--- src/rtl/sseg_freq_display_if.sv ---
// Display bundle between the frequency-counter result and the seven-segment driver.
// The master side supplies the BCD result and enable; the slave side drives the board lines.
interface sseg_freq_display_if;
    logic       en;
    logic [3:0] bcd3;
    logic [3:0] bcd2;
    logic [3:0] bcd1;
    logic [3:0] bcd0;
    logic [1:0] decimal_counter;
    logic [3:0] an;
    logic [7:0] sseg;

    modport master (
        output en, bcd3, bcd2, bcd1, bcd0, decimal_counter,
        input  an, sseg
    );

    modport slave (
        input  en, bcd3, bcd2, bcd1, bcd0, decimal_counter,
        output an, sseg
    );
endinterface

--- src/rtl/sseg_freq_display.sv ---
// Four-digit multiplexed seven-segment driver for the frequency counter result.
// The result is snapshotted once per scan (on the all-ones refresh count) so a
// result update never tears mid-scan; leading integer zeros are blanked and the
// decimal point is placed from the snapshotted position.
module sseg_freq_display #(
    parameter int N = 18
) (
    input  logic                 clk,
    input  logic                 reset,
    sseg_freq_display_if.slave   disp
);

    logic [N-1:0] q_q, q_d;
    logic [15:0]  snap_q, snap_d;
    logic [1:0]   sk_q, sk_d;
    logic [3:0]   an_q, an_d;
    logic [7:0]   sseg_q, sseg_d;

    logic [1:0]   sel;
    logic [1:0]   dp_pos;
    logic [3:0]   digit;
    logic [3:0]   lz;
    logic         dp_on;
    logic         blank;

    function automatic logic [6:0] seg7(input logic [3:0] v);
        case (v)
            4'd0:    seg7 = 7'h40;
            4'd1:    seg7 = 7'h79;
            4'd2:    seg7 = 7'h24;
            4'd3:    seg7 = 7'h30;
            4'd4:    seg7 = 7'h19;
            4'd5:    seg7 = 7'h12;
            4'd6:    seg7 = 7'h02;
            4'd7:    seg7 = 7'h78;
            4'd8:    seg7 = 7'h00;
            4'd9:    seg7 = 7'h10;
            default: seg7 = 7'h3F;
        endcase
    endfunction

    // Refresh counter advance and once-per-scan snapshot load on the all-ones count.
    always_comb begin
        q_d    = q_q + 1'b1;
        snap_d = snap_q;
        sk_d   = sk_q;
        if (q_q == '1) begin
            snap_d = {disp.bcd3, disp.bcd2, disp.bcd1, disp.bcd0};
            sk_d   = disp.decimal_counter;
        end
    end

    // Digit selection, leading-zero detection and decimal-point placement.
    always_comb begin
        sel    = q_q[N-1:N-2];
        dp_pos = 2'd3 - sk_q;
        digit  = snap_q[{sel, 2'b00} +: 4];
        lz[3]  = (snap_q[15:12] == 4'd0);
        lz[2]  = lz[3] && (snap_q[11:8] == 4'd0);
        lz[1]  = lz[2] && (snap_q[7:4] == 4'd0);
        lz[0]  = lz[1] && (snap_q[3:0] == 4'd0);
        dp_on  = (sel == dp_pos);
        blank  = (sel > dp_pos) && lz[sel];
    end

    // Next anode and segment values for the digit currently selected.
    always_comb begin
        an_d   = disp.en ? ~(4'b0001 << sel) : 4'b1111;
        sseg_d = {~dp_on, (blank ? 7'h7F : seg7(digit))};
    end

    // State registers; reset has priority over everything.
    always_ff @(posedge clk) begin
        if (reset) begin
            q_q    <= '0;
            snap_q <= '0;
            sk_q   <= '0;
            an_q   <= 4'b1111;
            sseg_q <= 8'hFF;
        end else begin
            q_q    <= q_d;
            snap_q <= snap_d;
            sk_q   <= sk_d;
            an_q   <= an_d;
            sseg_q <= sseg_d;
        end
    end

    assign disp.an   = an_q;
    assign disp.sseg = sseg_q;

endmodule

--- src/flat_wrapper.sv ---
// flat-port wrapper written by rule: the top's interface ports become plain ports
module sseg_freq_display_flat 
#(
    parameter int N = 18
)
  (clk, reset, disp_en, disp_bcd3, disp_bcd2, disp_bcd1, disp_bcd0, disp_decimal_counter, disp_an, disp_sseg);
  sseg_freq_display_if disp_i ();
  input  logic clk;
  input  logic reset;
  input wire logic [$bits(disp_i.en)-1:0] disp_en;
  input wire logic [$bits(disp_i.bcd3)-1:0] disp_bcd3;
  input wire logic [$bits(disp_i.bcd2)-1:0] disp_bcd2;
  input wire logic [$bits(disp_i.bcd1)-1:0] disp_bcd1;
  input wire logic [$bits(disp_i.bcd0)-1:0] disp_bcd0;
  input wire logic [$bits(disp_i.decimal_counter)-1:0] disp_decimal_counter;
  output wire logic [$bits(disp_i.an)-1:0] disp_an;
  output wire logic [$bits(disp_i.sseg)-1:0] disp_sseg;
  assign disp_i.en = disp_en;
  assign disp_i.bcd3 = disp_bcd3;
  assign disp_i.bcd2 = disp_bcd2;
  assign disp_i.bcd1 = disp_bcd1;
  assign disp_i.bcd0 = disp_bcd0;
  assign disp_i.decimal_counter = disp_decimal_counter;
  assign disp_an = disp_i.an;
  assign disp_sseg = disp_i.sseg;
  sseg_freq_display #(.N(N)) u_core (.clk(clk), .reset(reset), .disp(disp_i));
endmodule
--- config.mk ---
export PLATFORM = sky130hd
export DESIGN_NAME = sseg_freq_display_flat
export DESIGN_NICKNAME = d
export VERILOG_FILES = /design/src/rtl/sseg_freq_display_if.sv /design/src/rtl/sseg_freq_display.sv /design/src/flat_wrapper.sv
export SDC_FILE = /design/constraint.sdc
export NUM_CORES = 1
export LEC_CHECK = 0
export BUFFER_PORTS_ARGS = -buffer_cell sky130_fd_sc_hd__buf_2
export CAP_MARGIN = 20
export CORE_MARGIN = 5
export CORE_UTILIZATION = 45
export DETAILED_ROUTE_END_ITERATION = 6
export GPL_ROUTABILITY_DRIVEN = 0
export GPL_TIMING_DRIVEN = 0
export HOLD_SLACK_MARGIN = 0.05
export PLACE_DENSITY = 0.79
export SKIP_CTS_REPAIR_TIMING = 1
export SYNTH_ARGS = -nofsm -noshare
export SYNTH_HDL_FRONTEND = slang
export SYNTH_SLANG_ARGS = --single-unit
--- constraint.sdc ---
create_clock -name clk -period 1.8 [get_ports clk]
set_input_delay 0.27 -clock clk [delete_from_list [all_inputs] [get_ports clk]]
set_output_delay 0.27 -clock clk [all_outputs]
set_load 0.02 [all_outputs]
### Word level (Yosys, flattened, before mapping)

Memories as Yosys holds them, arrays and structs flattened. A register that Yosys moved wholly into a read port is not among the register bits.
Cells that the tools add are included.

* register bits: 41
* ROM bits: 112
* memories kept: 1

Memory list
* (no name shown): depth 16, width 7, read ports 1, clocked after Yosys merged registers in 1, wr ports 0, line sseg_freq_display.sv:27 `case (v)`

* add/subtract/negate cells: 2
* $lt $le $gt $ge: 2
* equality and inequality tests: 2
* shift-type cells: 2
* mux-type cells: 2
* bitwise gates (word level): 3
* reduce and logical (&&, ||, !) cells: 10

Operators with widths (number)
* 18-bit by 1-bit adder with 18-bit output, second input constant: 1
* 18-bit == test, second input constant: 1
* 4-bit logical NOT: 4
* 16-bit by 5-bit indexed part select with 4-bit output: 1
* 1-bit logical AND: 4
* 4-bit NOT: 1
* 2-bit OR reduction: 2
* 1-bit by 2-bit << shifter with 4-bit output, first input constant: 1
* 2-bit by 3-bit less-than comparator with 1-bit output, second input constant: 1
* 1-bit binary-select mux with 2-bit select: 1
* 2-bit == test: 1
* 2-bit > comparator: 1
* 1-bit NOT: 2
* 2-bit subtractor, first input constant: 1
* 1-bit 2-to-1 mux: 1

### Logic depth before layout (Yosys ltp)

Gate-level depths: netlist (run 1).

* word-level depth: 8
* depth in mapped cells: 8
* mapped depth without buffers: 7

### Worst setup path after synthesis (run 1)

No wires, ideal clock.

* path kind: flip-flop to flip-flop
* start point: reg u_core.q_q[16]
* end point: reg u_core.sseg_q[1] (netlist: u_core.disp.sseg[1])
* setup time: 0.133 ns
* arrival time: 1.605 ns
* path slack: 0.061 ns
* stages on the path, launching flop included: 7
* buffers on the path: 1
* cell sequence: dfxtp_1 buf_6 mux4_1 inv_1 ha_1 o22ai_1 nand2_1

* cells in the longest elaborated chain, start to end: 4
* elaborated cells between the ends (all ways): 6
* those cells by class: order compare: 1; shift: 1; mux: 2; reduce/logical: 2

Ends and longest elaborated chain
* start: declaration: line sseg_freq_display.sv:13 `logic [N-1:0] q_q, q_d;`
* start signal: assignment: line sseg_freq_display.sv:81 `q_q <= q_d;`
* 1-bit binary-select mux with 2-bit select: line sseg_freq_display.sv:63 `blank = (sel > dp_pos) && lz[sel];`
* 1-bit 2-to-1 mux (implied by the code): line sseg_freq_display.sv:63
* 1-bit logical AND: line sseg_freq_display.sv:63
* 2-bit OR reduction (no line)
* end: declaration: line sseg_freq_display.sv:17 `logic [7:0] sseg_q, sseg_d;`

Several ways; a longest one is shown, not always the timed one. The select of a mux whose other input is x is not followed.
A chain may end at the register's enable or synchronous reset.

### Worst setup path in the final report (run 1)

* start point: reg u_core.q_q[16]
* end point: reg u_core.sseg_q[4] (netlist: u_core.disp.sseg[4])

Same word-level chain as after synthesis.

==> flow_metrics.env, run 1 <==
export IMPL_status="complete, no violations"
export IMPL_max_cap_violations=0
export IMPL_netlist_instances=250
export IMPL_dieArea_sq_mm=0.00645
export IMPL_clkTransAtPathRegs_ps=90
export IMPL_clock_root_buffer="clkbuf_8"
export IMPL_synth_area_leaders="dfxtp_1, o21ai_0, nand4_1, a21oi_1, ha_1"
export IMPL_first_iter_violations=215
export IMPL_synth_cell_types=40
export IMPL_synth_fp_nets=279
export IMPL_gr_total_overflow=0
export IMPL_yosysTopAreaCellShare_pct=43.2
export IMPL_via_count=2014
export IMPL_yosys_area_top_type="dfxtp_1"
export IMPL_synth_common_cells="dfxtp_1, o21ai_0, a21oi_1"
export IMPL_die_w_microns=80.3
export IMPL_syn_area_per_cell_sq_um=8.89
export IMPL_reg2regPathDepth=7
export IMPL_slowest_stage="mux4_2"
export IMPL_worstPathMaxFanout=7
export IMPL_finalCritPeriodShare_pct=98.1
export IMPL_start_util_pct=46.8
export IMPL_holdPathStages=3
export IMPL_r2r_end="u_core.disp.sseg[4]$_SDFF_PP1_"
export IMPL_path_buf_inv=2
export IMPL_hp_class="primary input to register"
export IMPL_cts_made_buffers=5
export IMPL_nNetsFinal=325
export IMPL_cts_tree="yes"
export IMPL_first_global_vias=1820
export IMPL_clock_sinks=48
export IMPL_nFillCells=443
export IMPL_critical_path_required_ps=1990
export IMPL_slew_violations=0
export IMPL_finalSetupViolCount=0
export IMPL_min_from="disp_bcd2[1]"
export IMPL_critPathLaunchType="register"
export IMPL_routed_wl_mm=5.28
export IMPL_finalHoldWorstSlack_ps=221
export IMPL_relSlewSlack_pct=68.2
export IMPL_setup_tns_ps=0
export IMPL_synth_most_common_cell="dfxtp_1"
export IMPL_cts_path_max_buffers=2
export IMPL_multiInputGateArea_sq_mm=0.00119
export IMPL_fp_row_count=25
export IMPL_yosys_warnings=0
export IMPL_critical_path_top_delay_family="multiplexers"
export IMPL_syn2layout_area_growth_pct=19.0
export IMPL_wl_per_cell_microns=14.5
export IMPL_max_stage_delay_ps=540
export IMPL_ant_nets=0
export IMPL_ys_ff_latch=48
export IMPL_grt_pass1_wl_mm=8.24
export IMPL_end_kind="register"
export IMPL_grt_setup_unrepaired="yes"
export IMPL_port_buffers=32
export IMPL_r2r_setup_slack_ps=30
export IMPL_worstSetupPathType="register to register"
export IMPL_cp_arrival_ps=1950
export IMPL_io_pins=33
export IMPL_powerDensity_mw_per_mm2=672
export IMPL_dp_hpwl_mm=3.56
export IMPL_yosysSeqAreaShare_pct=43.2
export IMPL_grt_max_degree=15
export IMPL_fmax_ghz=0.566
export IMPL_first_pass_iters=4
export IMPL_drc=0
export IMPL_skew_ps=9.05
export IMPL_hold_viol=0
export IMPL_p_total_mw=1.78
export IMPL_coreArea_sq_mm=0.00475
export IMPL_rr_startpoint="u_core.q_q[16]$_SDFF_PP0_"
export IMPL_period_minus_slack_ps=1770
export IMPL_antenna_found_initial=0
export IMPL_via_per_inst=5.55
export IMPL_seq_area_sq_um=966
export IMPL_worstPathCellList="buf_6 -> mux4_2 -> inv_1 -> ha_1 -> nor2b_1 -> a211oi_2 -> o21ai_1"
export IMPL_netlist_area_sq_mm=0.00222
export IMPL_synth_main_ff_cell="dfxtp_1"
export IMPL_hold_end="u_core.snap_q[9]$_SDFFE_PP0N_"
export IMPL_async_reset_ff_share_pct=0
export IMPL_die_h_microns=80.3
export IMPL_h_tree_depth=2
export IMPL_track_usage_pct=16.2
export IMPL_drive_above_1_share_pct=26.0
export IMPL_p_leak_nw=0.972
export IMPL_irDropWorstVdd_uv=277
export IMPL_tightest_slew_ps=477
export IMPL_n_antenna_cell=0
export IMPL_clk_latency_ps=300
export IMPL_synth_edff_count=0
==> state kept, by name (all words and copies together) (netlist names) <==
register	cells
u_core.q_q	18
u_core.sk_q	2
u_core.disp.sseg	8
u_core.snap_q	16
u_core.disp.an	4
==> through the flow <==
step           utilization [%]  cells  setup WS, ps  cell area [sq um]
3_3_place_gp              51.9    349         -46.6               2470
3_5_place_dp              51.9    349         -93.4               2470
5_1_grt                   55.6    363         -43.0               2650
6_report                  55.6    363          34.0               2650
4_1_cts                   53.6    356          -131               2550
2_1_floorplan                -    250          61.4               2220
==> kinds of logic after synthesis <==
kind of cell	share of synthesized area (%)
AO/OA/AOI/OAI	14.5
flip-flops	43.2
buffers and inverters	4.78
adder cells (fa/ha/maj)	4.50
multiplexers	4.73
XOR/XNOR	3.94
AND/OR/NAND/NOR	24.3
==> routing by layer <==
layer  up-vias  wire (microns)  track usage, %
met1       945            2290            21.3
met3         9             339            3.92
li1        997               -               -
met4         0              93            7.09
met2        63            2560            25.2
met5         -               0               0
==> worst register-to-register path, stage by stage (launching register included) <==
cell and delay [ps]:
dfxtp_2 330, buf_6 130, mux4_2 540, inv_1 130, ha_1 180, nor2b_1 60
a211oi_2 210, o21ai_1 70
==> placed cells by master (no fill, tap or decap), types with 7 or more instances in the layout <==
master	count
nor2_1	20
dfxtp_1	44
a21oi_1	24
ha_1	8
xnor2_1	8
o21ai_0	25
buf_4	7
nand2_1	9
buf_2	37
nand3_1	10
inv_1	8
nand4_1	22
==> where the power goes <==
group | switching, mW | internal (mW)
combinational | 0.0456 | 0.0323
sequential | 0.00711 | 1.07
clock | 0.353 | 0.263
total | 0.406 | 1.37
==> area by class of cell <==
class / count / area share, %
repair buffers: 39 / 8.18
inverters: 9 / 1.28
clock inverters: 2 / 0.473
plain buffers: 15 / 2.89
flip-flops and latches: 48 / 36.5
clock buffers: 5 / 2.60
well taps: 67 / 3.17
multi-input cells: 178 / 44.9
==> how the worst max path moves through the flow <==
stage | start | to | slack (ps) | cells after the start
floorplan | u_core.q_q[16]$_SDFF_PP0_ | u_core.disp.sseg[1]$_SDFF_PP1_ | 60 | 6
global placement | u_core.q_q[16]$_SDFF_PP0_ | u_core.disp.sseg[1]$_SDFF_PP1_ | -50 | 6
detailed placement | u_core.q_q[0]$_SDFF_PP0_ | u_core.snap_q[12]$_SDFFE_PP0N_ | -90 | 6
CTS | u_core.q_q[0]$_SDFF_PP0_ | u_core.snap_q[12]$_SDFFE_PP0N_ | -130 | 6
global route | u_core.q_q[16]$_SDFF_PP0_ | u_core.disp.sseg[4]$_SDFF_PP1_ | -40 | 7
finish | u_core.q_q[16]$_SDFF_PP0_ | u_core.disp.sseg[4]$_SDFF_PP1_ | 30 | 7
(Power assumes the default switching activity.)
==> run 2, diff against run 1 <==
--- a/config.mk
+++ b/config.mk
@@ -14,6 +14,7 @@
 export GPL_TIMING_DRIVEN = 0
 export HOLD_SLACK_MARGIN = 0.05
 export PLACE_DENSITY = 0.79
+export RECOVER_POWER = 25
 export SKIP_CTS_REPAIR_TIMING = 1
 export SYNTH_ARGS = -nofsm -noshare
 export SYNTH_HDL_FRONTEND = slang
==> run 2 against run 1 <==
  * Flip-flop and latch count unchanged
  * Power about the same
  * Global-route usage is the same
  * Routed wire length did not move
  * First-iteration DRC count unchanged
  * Design area about the same
  * Clock power barely moved
  * Count of clock-buffer cells in the layout stayed put
  * Final cell count is the same
  * Critical path type unchanged
  * Critical endpoint unchanged
  * Largest cell class unchanged
==> flow_metrics.env, run 2 (same netlist as run 1, synthesis figures left out) <==
export IMPL_clock_sinks=48
export IMPL_dieArea_sq_mm=0.00645
export IMPL_period_minus_slack_ps=1780
export IMPL_slowest_stage="mux4_2"
export IMPL_cts_made_buffers=5
export IMPL_hold_viol=0
export IMPL_clkTransAtPathRegs_ps=90
export IMPL_gr_total_overflow=0
export IMPL_irDropWorstVdd_uv=277
export IMPL_clk_latency_ps=300
export IMPL_fmax_ghz=0.563
export IMPL_relSlewSlack_pct=68.2
export IMPL_start_util_pct=46.8
export IMPL_ant_nets=0
export IMPL_cp_arrival_ps=1970
export IMPL_critical_path_top_delay_family="multiplexers"
export IMPL_nNetsFinal=325
export IMPL_n_antenna_cell=0
export IMPL_wl_per_cell_microns=14.5
export IMPL_critical_path_required_ps=1990
export IMPL_largest_reg_flops=18
export IMPL_worstPathMaxFanout=7
export IMPL_critPathLaunchType="register"
export IMPL_layout_common_cells="dfxtp_1, buf_2, o21ai_0"
export IMPL_dp_slack_ps=-93.4
export IMPL_cts_tree="yes"
export IMPL_switchingPower_uw=406
export IMPL_max_cap_violations=0
export IMPL_multiInputGateArea_sq_mm=0.00119
export IMPL_drc=0
export IMPL_end_kind="register"
export IMPL_fin_cells=363
export IMPL_finalSetupViolCount=0
export IMPL_syn2layout_area_growth_pct=18.9
export IMPL_grt_pass1_wl_mm=8.24
export IMPL_p_leak_nw=0.971
export IMPL_grt_setup_unrepaired="yes"
export IMPL_skew_ps=9.05
export IMPL_finalHoldWorstSlack_ps=221
export IMPL_antenna_found_initial=0
export IMPL_first_global_vias=1820
export IMPL_tightest_slew_ps=477
export IMPL_seq_area_sq_um=965
export IMPL_first_pass_iters=4
export IMPL_clkPwrFrac_pct=34.7
export IMPL_nFillCells=443
export IMPL_drive_above_1_share_pct=25.7
export IMPL_worst_slack_ps=23.1
export IMPL_die_w_microns=80.3
export IMPL_die_h_microns=80.3
export IMPL_via_count=2014
export IMPL_finalCritPeriodShare_pct=98.7
export IMPL_via_per_inst=5.55
export IMPL_clock_root_buffer="clkbuf_8"
export IMPL_p_sw_share_pct=22.8
export IMPL_hp_class="primary input to register"
export IMPL_routed_wl_mm=5.28
export IMPL_final_common_cell="dfxtp_1"
export IMPL_dp_cells=349
export IMPL_worstPathCellList="buf_6 -> mux4_2 -> inv_1 -> ha_1 -> nor2b_1 -> a211oi_2 -> o21ai_1"
export IMPL_cts_path_max_buffers=2
export IMPL_dp_hpwl_mm=3.56
export IMPL_coreArea_sq_mm=0.00475
export IMPL_fp_row_count=25
export IMPL_path_buf_inv=2
export IMPL_port_buffers=32
export IMPL_seq_power_share_pct=60.9
export IMPL_io_pins=33
export IMPL_comb_power_share_pct=4.4
export IMPL_setup_tns_ps=0
export IMPL_largest_register="u_core.q_q"
export IMPL_grt_max_degree=15
export IMPL_status="complete, no violations"
export IMPL_track_usage_pct=16.2
export IMPL_first_iter_violations=215
export IMPL_max_stage_delay_ps=540
export IMPL_worstSetupPathType="register to register"
export IMPL_powerDensity_mw_per_mm2=672
export IMPL_slew_violations=0
export IMPL_h_tree_depth=2
export IMPL_intPower_mw=1.37
[run 2: worst paths after layout]
check                              endpoint  slack, ps                      start  cells after the start
max          u_core.disp.sseg[4]$_SDFF_PP1_         20  u_core.q_q[16]$_SDFF_PP0_                      7
max reg2reg  u_core.disp.sseg[4]$_SDFF_PP1_         20  u_core.q_q[16]$_SDFF_PP0_                      7
min           u_core.snap_q[9]$_SDFFE_PP0N_        220               disp_bcd2[1]                      3
min reg2reg        u_core.q_q[0]$_SDFF_PP0_        480   u_core.q_q[0]$_SDFF_PP0_                      1
[run 2: worst reg2reg max path, delay by kind of cell (launching register included)]
kind                     cells  cell delay (ps)
multiplexers                 1              540
AND/OR/NAND/NOR              1               60
buffers and inverters        2              270
AO/OA/AOI/OAI                2              280
flip-flops                   1              330
adder cells (fa/ha/maj)      1              180
[run 2: cell type report]
cell class,count,share of cell area [%]
well taps,67,3.17
inverters,9,1.28
flip-flops and latches,48,36.5
clock buffers,5,2.60
plain buffers,15,2.89
multi-input cells,178,44.9
repair buffers,39,8.19
clock inverters,2,0.473
[run 2: per-layer routing]
layer	wire (microns)	GRT usage [%]	part of all wire [%]	up-vias
li1	-	-	-	997
met1	2290	21.3	43	945
met2	2560	25.2	48	63
met3	339	3.92	6.4	9
met4	93	7.09	1.8	0
met5	0	0	0	-
[run 2: through the flow]
step / power [mW] / cell area, sq um / utilization, %
2_1_floorplan: 1.14 / 2220 / -
3_3_place_gp: 1.18 / 2470 / 51.9
3_5_place_dp: 1.18 / 2470 / 51.9
4_1_cts: 1.79 / 2550 / 53.6
5_1_grt: 1.86 / 2640 / 55.6
6_report: 1.78 / 2640 / 55.6
[run 2: power by group through the flow]
stage / sequential (mW) / combinational [mW] / clock [mW]
2_1_floorplan: 1.12 / 0.0256 / 0
3_3_place_gp: 1.11 / 0.0760 / 0
3_5_place_dp: 1.11 / 0.0771 / 0
4_1_cts: 1.08 / 0.0776 / 0.629
5_1_grt: 1.08 / 0.0856 / 0.687
6_report: 1.08 / 0.0780 / 0.616
==> run 3, diff against run 2 <==
--- a/config.mk
+++ b/config.mk
@@ -8,13 +8,13 @@
 export BUFFER_PORTS_ARGS = -buffer_cell sky130_fd_sc_hd__buf_2
 export CAP_MARGIN = 20
 export CORE_MARGIN = 5
-export CORE_UTILIZATION = 45
+export CORE_UTILIZATION = 40
 export DETAILED_ROUTE_END_ITERATION = 6
 export GPL_ROUTABILITY_DRIVEN = 0
-export GPL_TIMING_DRIVEN = 0
 export HOLD_SLACK_MARGIN = 0.05
-export PLACE_DENSITY = 0.79
+export PLACE_DENSITY = 0.73
 export RECOVER_POWER = 25
+export SETUP_SLACK_MARGIN = 0.2
 export SKIP_CTS_REPAIR_TIMING = 1
 export SYNTH_ARGS = -nofsm -noshare
 export SYNTH_HDL_FRONTEND = slang
==> run 3 against run 2 <==
  * Power up 3.3%
  * First-iteration DRC count down 27%
  * Die area up 11%
  * Critical path depth down 2
  * Via count fell by 0.40%
  * Non-clock buffer count fell by 7
  * Largest cell class unchanged
  * Design area rose by 1.8%
  * Hold slack got worse by 5.8 ps
  * Largest power group unchanged
  * Critical endpoint is now u_core.disp.sseg[5]$_SDFF_PP1_
==> flow_metrics.env, run 3 (same netlist as run 1, synthesis figures left out) <==
export IMPL_wl_met1_mm=2.34
export IMPL_largest_reg_flops=18
export IMPL_drc=0
export IMPL_wl_met2_mm=2.38
export IMPL_finalSetupViolCount=0
export IMPL_worstPathMaxFanout=5
export IMPL_layout_common_cells="dfxtp_1, o21ai_0, a21oi_1"
export IMPL_largest_register="u_core.q_q"
export IMPL_cts_path_max_buffers=2
export IMPL_wl_per_cell_microns=14.3
export IMPL_gr_total_overflow=0
export IMPL_io_pins=33
export IMPL_fin_cells=362
export IMPL_grt_pass1_wl_mm=8.57
export IMPL_first_global_vias=1834
export IMPL_critPathLaunchType="register"
export IMPL_fin_util_pct=49.5
export IMPL_port_buffers=32
export IMPL_fp_row_count=27
export IMPL_syn2layout_area_growth_pct=21.0
export IMPL_irDropWorstVdd_uv=306
export IMPL_grt_setup_unrepaired="yes"
export IMPL_dp_cells=350
export IMPL_skew_ps=7.49
export IMPL_n_antenna_cell=0
export IMPL_clkTransAtPathRegs_ps=90
export IMPL_powerDensity_mw_per_mm2=682
export IMPL_cts_made_buffers=5
export IMPL_hp_class="primary input to register"
export IMPL_first_iter_violations=157
export IMPL_setup_tns_ps=0
export IMPL_track_usage_pct=14.6
export IMPL_p_leak_nw=0.948
export IMPL_antenna_found_initial=0
export IMPL_dieArea_sq_mm=0.00715
export IMPL_relSlewSlack_pct=25.8
export IMPL_dp_slack_ps=114
export IMPL_multiInputGateArea_sq_mm=0.00122
export IMPL_top_layer_used="met4"
export IMPL_drive_above_1_share_pct=26.6
export IMPL_grt_max_degree=27
export IMPL_cts_tree="yes"
export IMPL_coreArea_sq_mm=0.00544
export IMPL_period_minus_slack_ps=1690
export IMPL_critical_path_required_ps=1990
export IMPL_worstSetupPathType="register to register"
export IMPL_finalHoldWorstSlack_ps=215
export IMPL_clock_sinks=48
export IMPL_die_h_microns=84.6
export IMPL_h_tree_depth=2
export IMPL_worst_slack_ps=112
export IMPL_via_count=2006
export IMPL_end_kind="register"
export IMPL_die_w_microns=84.6
export IMPL_placed_area_sq_mm=0.00251
export IMPL_nFillCells=509
export IMPL_max_cap_violations=0
export IMPL_tightest_slew_ps=1110
export IMPL_ant_nets=0
export IMPL_nNetsFinal=318
export IMPL_slew_violations=0
export IMPL_clk_latency_ps=300
export IMPL_final_common_cell="dfxtp_1"
export IMPL_start_util_pct=40.9
export IMPL_status="complete, no violations"
export IMPL_wl_met3_microns=347
export IMPL_cp_arrival_ps=1880
export IMPL_clock_root_buffer="clkbuf_8"
export IMPL_routed_wl_mm=5.18
export IMPL_fmax_ghz=0.593
export IMPL_p_total_mw=1.83
export IMPL_seq_area_sq_um=980
export IMPL_dp_hpwl_mm=3.56
export IMPL_finalInstanceArea_sq_mm=0.00269
export IMPL_via_per_inst=5.54
export IMPL_hold_viol=0
export IMPL_first_pass_iters=4
export IMPL_finalCritPeriodShare_pct=93.8
## run 3: cell types whose count changed in the layout (fill, tap and decap cells not counted), moves of 3 or more
cell and change:
ha_1 -3, buf_2 -14, dfxtp_2 +6, clkbuf_1 +4, buf_4 +7, dfxtp_1 -8
## run 3: routing by layer
| layer | GRT usage (%) | up-vias |
|---|---|---|
| met3 | 3.93 | 14 |
| li1 | - | 983 |
| met1 | 20.0 | 950 |
| met2 | 21.5 | 59 |
| met4 | 6.33 | 0 |
| met5 | 0 | - |
## run 3: cell type report
type / count / share of cell area, %
multi-input combinational: 178 / 45.2
sequential: 48 / 36.4
timing repair buffer: 47 / 10.2
tap: 72 / 3.35
clock buffer: 7 / 3.21
inverter: 9 / 1.35
clock inverter: 1 / 0.279
## run 3: worst max-delay path, stage by stage (launching register included)
cell,delay [ps]
dfxtp_4,390
mux4_2,540
buf_4,160
ha_1,190
nor3b_1,190
o21ai_0,100
## run 3: report_power, final
group / switching [mW] / internal, mW / total, mW
registers: 0.00999 / 1.07 / 1.08
logic: 0.0459 / 0.0346 / 0.0805
clock network: 0.357 / 0.313 / 0.670
## run 3: final timing paths
check / start / slack (ps) / cells past startpoint / endpoint
worst max-delay path: u_core.q_q[16]$_SDFF_PP0_ / 110 / 5 / u_core.disp.sseg[5]$_SDFF_PP1_
worst min-delay path: disp_bcd2[1] / 220 / 3 / u_core.snap_q[9]$_SDFFE_PP0N_
worst max register to register: u_core.q_q[16]$_SDFF_PP0_ / 110 / 5 / u_core.disp.sseg[5]$_SDFF_PP1_
worst min register to register: u_core.q_q[0]$_SDFF_PP0_ / 470 / 1 / u_core.q_q[0]$_SDFF_PP0_
